--- config.mk ---
export PLATFORM = sky130hd
export DESIGN_NAME = i2c_target_regfile
export DESIGN_NICKNAME = d
export VERILOG_FILES = /design/src/rtl/i2c_target_regfile.sv
export SDC_FILE = /design/constraint.sdc
export NUM_CORES = 1
export LEC_CHECK = 0
export CORE_MARGIN = 2
export CORE_UTILIZATION = 30
export DETAILED_ROUTE_END_ITERATION = 7
export GPL_TIMING_DRIVEN = 0
export SLEW_MARGIN = 20
export SYNTH_ARGS = -nofsm -noshare
export SYNTH_HDL_FRONTEND = slang
export SYNTH_SLANG_ARGS = --single-unit
--- constraint.sdc ---
create_clock -name clk -period 3.5 [get_ports clk]
set_input_delay 0.525 -clock clk [delete_from_list [all_inputs] [get_ports clk]]
set_output_delay 0.525 -clock clk [all_outputs]
set_load 0.1 [all_outputs]
--- src/rtl/i2c_target_regfile.sv ---
// I2C target with a register-pointer protocol in front of an external byte register file.
// SCL/SDA are oversampled on clk; START/STOP override every state.
module i2c_target_regfile #(
  parameter logic [6:0]  DEV_ADDR    = 7'h42,
  parameter int unsigned NUM_REGS    = 16,
  parameter int unsigned REG_AW      = $clog2(NUM_REGS),
  parameter int unsigned SYNC_STAGES = 2,
  parameter bit          LSB_FIRST   = 1'b0
) (
  input  logic              clk,
  input  logic              reset_n,
  input  logic              scl_in,
  input  logic              sda_in,
  output logic              sda_oe,
  output logic              wr_en,
  output logic [REG_AW-1:0] wr_addr,
  output logic [7:0]        wr_data,
  output logic [REG_AW-1:0] rd_addr,
  input  logic [7:0]        rd_data,
  output logic              busy,
  output logic              start_det
);

  typedef enum logic [3:0] {
    S_IDLE, S_ADDR, S_ADDR_ACK, S_PTR, S_PTR_ACK, S_WDATA,
    S_WDATA_ACK, S_RDATA, S_RACK, S_NACK, S_IGNORE
  } state_e;

  function automatic logic [7:0] rev8(input logic [7:0] b);
    logic [7:0] r;
    r = '0;
    for (int unsigned i = 0; i < 8; i++) r[i] = b[7-i];
    return r;
  endfunction

  logic [SYNC_STAGES-1:0] scl_sync_q, sda_sync_q;
  logic                   scl_prev_q, sda_prev_q;
  logic                   scl_s, sda_s, scl_rise, scl_fall, start_cond, stop_cond;

  state_e            state_q;
  logic [6:0]        shift_q;
  logic [7:0]        txbyte_q;
  logic [3:0]        bitcnt_q;
  logic              ack_ph_q, rw_q;
  logic [REG_AW-1:0] ptr_q, ptr_d, wr_addr_q;
  logic [7:0]        wr_data_q;
  logic              sda_oe_q, wr_en_q, busy_q, start_det_q;

  logic [7:0] rx_byte, rx_rev, data_byte;
  logic [6:0] addr_rx;
  logic       ptr_ok, first_bit, cur_bit;

  // Synchronise the asynchronous bus lines and keep one previous sample for edge detection
  always_ff @(posedge clk or negedge reset_n) begin
    if (!reset_n) begin
      scl_sync_q <= '1;
      sda_sync_q <= '1;
      scl_prev_q <= 1'b1;
      sda_prev_q <= 1'b1;
    end else begin
      scl_sync_q <= {scl_sync_q[SYNC_STAGES-2:0], scl_in};
      sda_sync_q <= {sda_sync_q[SYNC_STAGES-2:0], sda_in};
      scl_prev_q <= scl_sync_q[SYNC_STAGES-1];
      sda_prev_q <= sda_sync_q[SYNC_STAGES-1];
    end
  end

  assign scl_s      = scl_sync_q[SYNC_STAGES-1];
  assign sda_s      = sda_sync_q[SYNC_STAGES-1];
  assign scl_rise   = scl_s & ~scl_prev_q;
  assign scl_fall   = ~scl_s & scl_prev_q;
  assign start_cond = scl_s & sda_prev_q & ~sda_s;
  assign stop_cond  = scl_s & ~sda_prev_q & sda_s;

  // Bits are always collected in arrival order (first bit at [7]); bit order is resolved on decode,
  // so the R/W bit stays the 8th arrival regardless of LSB_FIRST.
  assign rx_byte   = {shift_q, sda_s};
  assign rx_rev    = rev8(rx_byte);
  assign data_byte = LSB_FIRST ? rx_rev : rx_byte;
  assign addr_rx   = LSB_FIRST ? rx_rev[6:0] : rx_byte[7:1];
  assign ptr_ok    = ({24'd0, data_byte} < NUM_REGS);
  assign ptr_d     = (32'(ptr_q) == NUM_REGS - 32'd1) ? '0 : ptr_q + REG_AW'(1);
  assign first_bit = LSB_FIRST ? rd_data[0] : rd_data[7];
  assign cur_bit   = LSB_FIRST ? txbyte_q[bitcnt_q[2:0]] : txbyte_q[3'd7 - bitcnt_q[2:0]];

  // Protocol FSM with registered bus and register-file outputs
  always_ff @(posedge clk or negedge reset_n) begin
    if (!reset_n) begin
      state_q     <= S_IDLE;
      shift_q     <= '0;
      txbyte_q    <= '0;
      bitcnt_q    <= '0;
      ack_ph_q    <= 1'b0;
      rw_q        <= 1'b0;
      ptr_q       <= '0;
      wr_addr_q   <= '0;
      wr_data_q   <= '0;
      sda_oe_q    <= 1'b0;
      wr_en_q     <= 1'b0;
      busy_q      <= 1'b0;
      start_det_q <= 1'b0;
    end else begin
      wr_en_q     <= 1'b0;
      start_det_q <= 1'b0;
      if (start_cond) begin
        state_q     <= S_ADDR;
        bitcnt_q    <= '0;
        ack_ph_q    <= 1'b0;
        sda_oe_q    <= 1'b0;
        busy_q      <= 1'b0;
        start_det_q <= 1'b1;
      end else if (stop_cond) begin
        state_q  <= S_IDLE;
        ack_ph_q <= 1'b0;
        sda_oe_q <= 1'b0;
        busy_q   <= 1'b0;
      end else begin
        case (state_q)
          S_ADDR, S_PTR, S_WDATA: begin
            if (scl_rise) begin
              shift_q  <= rx_byte[6:0];
              bitcnt_q <= bitcnt_q + 4'd1;
              if (bitcnt_q == 4'd7) begin
                bitcnt_q <= '0;
                if (state_q == S_ADDR) begin
                  if (addr_rx == DEV_ADDR) begin
                    state_q <= S_ADDR_ACK;
                    busy_q  <= 1'b1;
                    rw_q    <= rx_byte[0];
                  end else begin
                    state_q <= S_IGNORE;
                  end
                end else if (state_q == S_PTR) begin
                  if (ptr_ok) begin
                    ptr_q   <= data_byte[REG_AW-1:0];
                    state_q <= S_PTR_ACK;
                  end else begin
                    state_q <= S_NACK;
                  end
                end else begin
                  wr_en_q   <= 1'b1;
                  wr_addr_q <= ptr_q;
                  wr_data_q <= data_byte;
                  ptr_q     <= ptr_d;
                  state_q   <= S_WDATA_ACK;
                end
              end
            end
          end
          // First SCL fall drives the ACK, second fall ends the ACK slot
          S_ADDR_ACK, S_PTR_ACK, S_WDATA_ACK: begin
            if (scl_fall) begin
              if (!ack_ph_q) begin
                ack_ph_q <= 1'b1;
                sda_oe_q <= 1'b1;
              end else begin
                ack_ph_q <= 1'b0;
                if (state_q == S_ADDR_ACK && rw_q) begin
                  txbyte_q <= rd_data;
                  sda_oe_q <= ~first_bit;
                  bitcnt_q <= '0;
                  state_q  <= S_RDATA;
                end else begin
                  sda_oe_q <= 1'b0;
                  state_q  <= (state_q == S_ADDR_ACK) ? S_PTR : S_WDATA;
                end
              end
            end
          end
          S_RDATA: begin
            if (scl_rise) begin
              bitcnt_q <= bitcnt_q + 4'd1;
            end else if (scl_fall) begin
              if (bitcnt_q == 4'd8) begin
                bitcnt_q <= '0;
                sda_oe_q <= 1'b0;
                state_q  <= S_RACK;
              end else begin
                sda_oe_q <= ~cur_bit;
              end
            end
          end
          // Pointer advances at the ACK sample; rd_data reflects it by the following fall
          S_RACK: begin
            if (scl_rise) begin
              if (!sda_s) begin
                ptr_q    <= ptr_d;
                ack_ph_q <= 1'b1;
              end else begin
                state_q <= S_IGNORE;
              end
            end else if (scl_fall && ack_ph_q) begin
              ack_ph_q <= 1'b0;
              txbyte_q <= rd_data;
              sda_oe_q <= ~first_bit;
              bitcnt_q <= '0;
              state_q  <= S_RDATA;
            end
          end
          S_NACK: begin
            if (scl_fall) begin
              if (!ack_ph_q) begin
                ack_ph_q <= 1'b1;
              end else begin
                ack_ph_q <= 1'b0;
                state_q  <= S_IGNORE;
              end
            end
          end
          S_IGNORE: sda_oe_q <= 1'b0;
          default: ;
        endcase
      end
    end
  end

  assign sda_oe    = sda_oe_q;
  assign wr_en     = wr_en_q;
  assign wr_addr   = wr_addr_q;
  assign wr_data   = wr_data_q;
  assign rd_addr   = ptr_q;
  assign busy      = busy_q;
  assign start_det = start_det_q;

endmodule

Word-level counts from Yosys, hierarchy flattened
Cells that the tools add are included.

operators by class
  add/sub/neg operators = 3
  magnitude comparators = 2
  eq/ne operators = 49
  mux-type cells = 85
  bitwise gates (word level) = 16
  reductions and logical operators = 26

operators by type and width
  operator               number
  $mux W4                38
  $ne A4 B4 Y1 const B   13
  $mux W8                5
  $mux W1                33
  $ne A2 B2 Y1 const B   11
  $ne A3 B3 Y1 const B   7
  $eq A4 B3 Y1 const B   5
  $eq A4 B4 Y1 const B   5
  $pmux W4 S5            1
  $pmux W4 S4            1
  $pmux W8 S2            1
  $ne A5 B5 Y1 const B   3
  $reduce_bool A3 Y1     5
  $reduce_and A7 Y1      2
  $reduce_and A12 Y1     1
  $not A1 Y1             10
  $reduce_and A10 Y1     1
  $reduce_and A9 Y1      1
  $add A4 B1 Y4 const B  2
  $eq A4 B2 Y1 const B   2
  $lt A8 B5 Y1 const B   1
  $pmux W4 S2            1
  $reduce_and A4 Y1      2
  $reduce_and A8 Y1      1
  20 further kinds       29

storage, ports and cells
  register bits = 51
  input bits = 12

Longest topological paths before layout
  depth after elaboration = 10
  gate-level depth with buffers = 9
  gate-level depth less buffers = 8

Worst setup path before layout
Ideal clock, no wire load.

  kind = register to register
  from = register scl_prev_q
  to = register state_q[3]
  arrival time = 2.045 ns
  data required time = 3.360 ns
  setup slack = 1.315 ns
  stages on the path, launching flop included = 10
  buffers on the path = 1
  cells stage by stage = dfstp_2 > inv_1 > ha_1 > buf_2 > inv_1 > nor4_1 > nor4_2 > nand2_2 > a2111oi_0 > a211oi_1

on the way
  longest elaborated chain between the ends = 6

RTL lines
  what                    RTL line  RTL
  start, declared         37        logic scl_prev_q, sda_prev_q;
  start signal, assigned  63        scl_prev_q <= scl_sync_q[SYNC_STAGES-1];
  $not A1 Y1              70        assign scl_rise = scl_s & ~scl_prev_q;
  $and A1 B1 Y1           70
  $mux W4                 185       if (scl_rise) begin
  $pmux W4 S5             118       case (state_q)
  $mux W4                 112       end else if (stop_cond) begin
  $mux W4                 105       if (start_cond) begin
  end signal, assigned    165       state_q <= (state_q == S_ADDR_ACK) ? S_PTR : S_WDATA;
  end, declared           40        state_e state_q;

Several ways; a longest one is shown, not always the timed one.
A chain may end at the register's enable or synchronous reset.

Final worst setup path
Ends and elaborated chain as after synthesis.

==> results.md <==
- Switching power share of the total: between 40% and 50%
- Primary FF master, synth: dfrtp_1
- Vias in the first global route: 2221
- Int Pwr: 1.25 mW
- Setup Viol. Count Final: 0
- Unrepaired setup endpoints after global routing: false
- P_sw: 886 uW
- Setup tns final: 0 ns
- Post-DP HPWL: ~4800 um
- Crit path max fanout: 10
- Inserted Diodes: 0
- Leading cell type in the layout, fill and taps excluded: dfrtp_1
- Comb pwr share: ~44%
- Worst setup SP type: register
- Die Width: approximately 100 um
- Cell row count: 35
- DRT Pass-1 Iters: 4
- Sequential fraction of design power: a little under two fifths
- R2R cell count: 9
- Part of the cycle the worst path needs: ~77%
- Die extent in y: 101 um
- YS warnings: 0
- Gpl congestion: just over 0.9
- Post-Route WL: between 6000 and 7000 um
- CTS tree: yes
- Num CTS Buffers: 5
- Share of cells above drive strength 1: 19.2%
- Mapped Cells: about 280
- Slew HR: around a third
- Remaining Overflow, GRT: 0
- Status: complete, no violations
- Most frequent cells in the layout: dfrtp_1 (45), clkdlybuf4s50_1 (30), mux2_2 (27)
- Worst-path clk slew: approximately 0.10 ns
- Full die area: around 10000 um2
- Worst R2R Setup Slack: approximately 0.79 ns
- I/O pin cnt: 32
- Critical path class: reg2reg
- Clock Skew: ~0.008 ns
- Post-route minimum period: roughly 2.7 ns
- Longest Clk Path Bufs: 2
- Worst hold margin: roughly 0.23 ns
- Syn_nets: just under 300
- Reg-to-Reg End: state_q[3]$_DFFE_PN0P_
- Via density: 5.34
- Synth-to-Final Area Change: 19.7%
- #FFs+latches synth: ~50
- Crit-path most repeated cell: inv_1
- ANT nets after route: 0
- Port Buffer Count: 31
- Fin. max-slew vios: 0
- H-tree depth: 2
- Post-CTS Setup Inserts: 0
- Max_cap viols: 0
- Initial antenna violation count: 0
- Worst setup EP type: register
- CP max stage delay: roughly 0.54 ns
- Fmax: about 370 MHz
- Clock root buffer master: clkbuf_8
- Post-CTS sizing: 0
- Hold Buf Count CTS: 0
- Async S/R FF share, synth: 100%
- Fin nets: 333
- Drt wl/cell: about 15 um
- DRC Markers: 0
- Routed vias: ~2.3k
- Clock sink total: 51
- Max VDD drop: roughly 0.3 mV
- Core outline area: just over 9000 um2
- Final hold vios: 0
- Clock latency on the worst-skew pair: just over 0.3 ns
- Largest net degree at the start of global routing: 52
- Critical path's slowest cell: dfstp_2
- CP arrival: about 2.9 ns
- Worst slew pin tran: 0.972 ns
- Synth Cell Area: about 2800 um2
- Reg2reg start: scl_prev_q$_DFF_PN1_
- Leakage power: ~1.5 nW
- Sequential-to-total area share from yosys stat: 45.2%
- Post-synth EDFFs: 0
- Clock group share of total power: 19.5%
- GRT Util Overall: between 10% and 20%
- Avg Cell Area, Syn: between 10 and 15 um2
- Power density cells: 628 nW/um2
- Hold Path Class: in2async
- Initial Util: a little under a third
- Number of library cell types mapped by synthesis: 66
- Worst path required time: 3.67 ns
- DRT iter0 DRCs: between 150 and 200
- First-pass GRT wire length: around 11000 um
- Worst-path cell chain: inv_1 > ha_1 > buf_2 > inv_1 > nor4_1 > nor4_2 > nand2_2 > a2111oi_0 > a211oi_1
==> worst max-delay path by stage <==
stage / from / to / slack, ns / cells past startpoint
floorplan: scl_prev_q$_DFF_PN1_ / state_q[3]$_DFFE_PN0P_ / 1.31 / 9
finish: scl_prev_q$_DFF_PN1_ / state_q[3]$_DFFE_PN0P_ / 0.79 / 9
global placement: reset_n / bitcnt_q[2]$_DFFE_PN0P_ / 0.40 / 1
detailed placement: scl_prev_q$_DFF_PN1_ / state_q[3]$_DFFE_PN0P_ / 0.91 / 9
CTS: scl_prev_q$_DFF_PN1_ / state_q[3]$_DFFE_PN0P_ / 0.88 / 9
global route: scl_prev_q$_DFF_PN1_ / state_q[3]$_DFFE_PN0P_ / 0.65 / 9
==> area by class of cell <==
| cell class | count | area [um2] |
|---|---|---|
| plain buffers | 17 | 92.6 |
| fillers | 932 | 5800 |
| inverters | 12 | 45.0 |
| multi-input cells | 198 | 1420 |
| well taps | 111 | 139 |
| clock inverters | 2 | 38.8 |
| repair buffers | 31 | 308 |
| flip-flops and latches | 51 | 1280 |
| clock buffers | 6 | 72.6 |
==> through the flow <==
step	utilization, %	std cells	worst slack, ns	power [mW]	cell area (um2)
after CTS	36.9	428	0.877	2.14	3400
after global placement	35.8	420	0.402	1.71	3290
after detailed placement	35.7	420	0.912	1.71	3290
after global routing	36.9	428	0.651	2.29	3400
after floorplan	-	278	1.31	1.47	2840
final	36.9	428	0.793	2.13	3400
==> cells by family after synthesis <==
logic type | Yosys count | share of synthesized area, %
fa+ha+maj | 5 | 2.20
compound gates | 70 | 16.5
buf+inv | 29 | 4.85
xor+xnor | 1 | 0.309
simple gates | 91 | 17.9
flops | 51 | 45.2
mux | 31 | 13.0
==> cells in the mapped netlist, types with 4 or more instances <==
cell      count  area share (%)
a21oi_1      16             2.8
a22oi_1       4             1.1
a31oi_1       4            0.88
buf_2         6             1.1
clkbuf_1      5            0.66
dfrtp_1      45              40
dfstp_2       6             5.6
ha_1          5             2.2
inv_1        12             1.6
mux2_2       27              11
nand2_1      25             3.3
nand2b_1      5             1.1
nand3_1       5            0.88
nor2_1       13             1.7
nor3_1        9             1.6
nor4_1        5             1.1
o21ai_0      13             2.3
o21ai_1       6             1.1
==> power groups by stage <==
stage | combinational [mW] | sequential, mW | clock [mW]
global placement | 0.909 | 0.801 | 0
finish | 0.929 | 0.788 | 0.417
floorplan | 0.611 | 0.861 | 0
CTS | 0.917 | 0.790 | 0.436
global route | 1.02 | 0.808 | 0.462
detailed placement | 0.912 | 0.801 | 0
==> flip-flops by register name, indices dropped and copies added (netlist names), 4 cells and up <==
signal    cells
txbyte_q      8
wr_data       8
addr_rx       7
bitcnt_q      4
rd_addr       4
state_q       4
wr_addr       4
==> critical path, delay by kind of cell (launching register included) <==
kind / cells / cell delay, ns
simple gates: 3 / 0.84
compound gates: 2 / 0.55
flops: 1 / 0.54
buf+inv: 3 / 0.43
fa+ha+maj: 1 / 0.20
==> routing by layer <==
metal  vias to the layer above  global-route usage, %  part of all wire, %
li1                       1111                      -                    -
met1                      1105                   19.3                   47
met2                        57                   20.8                   47
met3                        11                   2.07                  3.8
met4                         0                   5.61                  2.0
met5                         -                      0                    0
No activity file was read; power rests on OpenSTA's default activity.
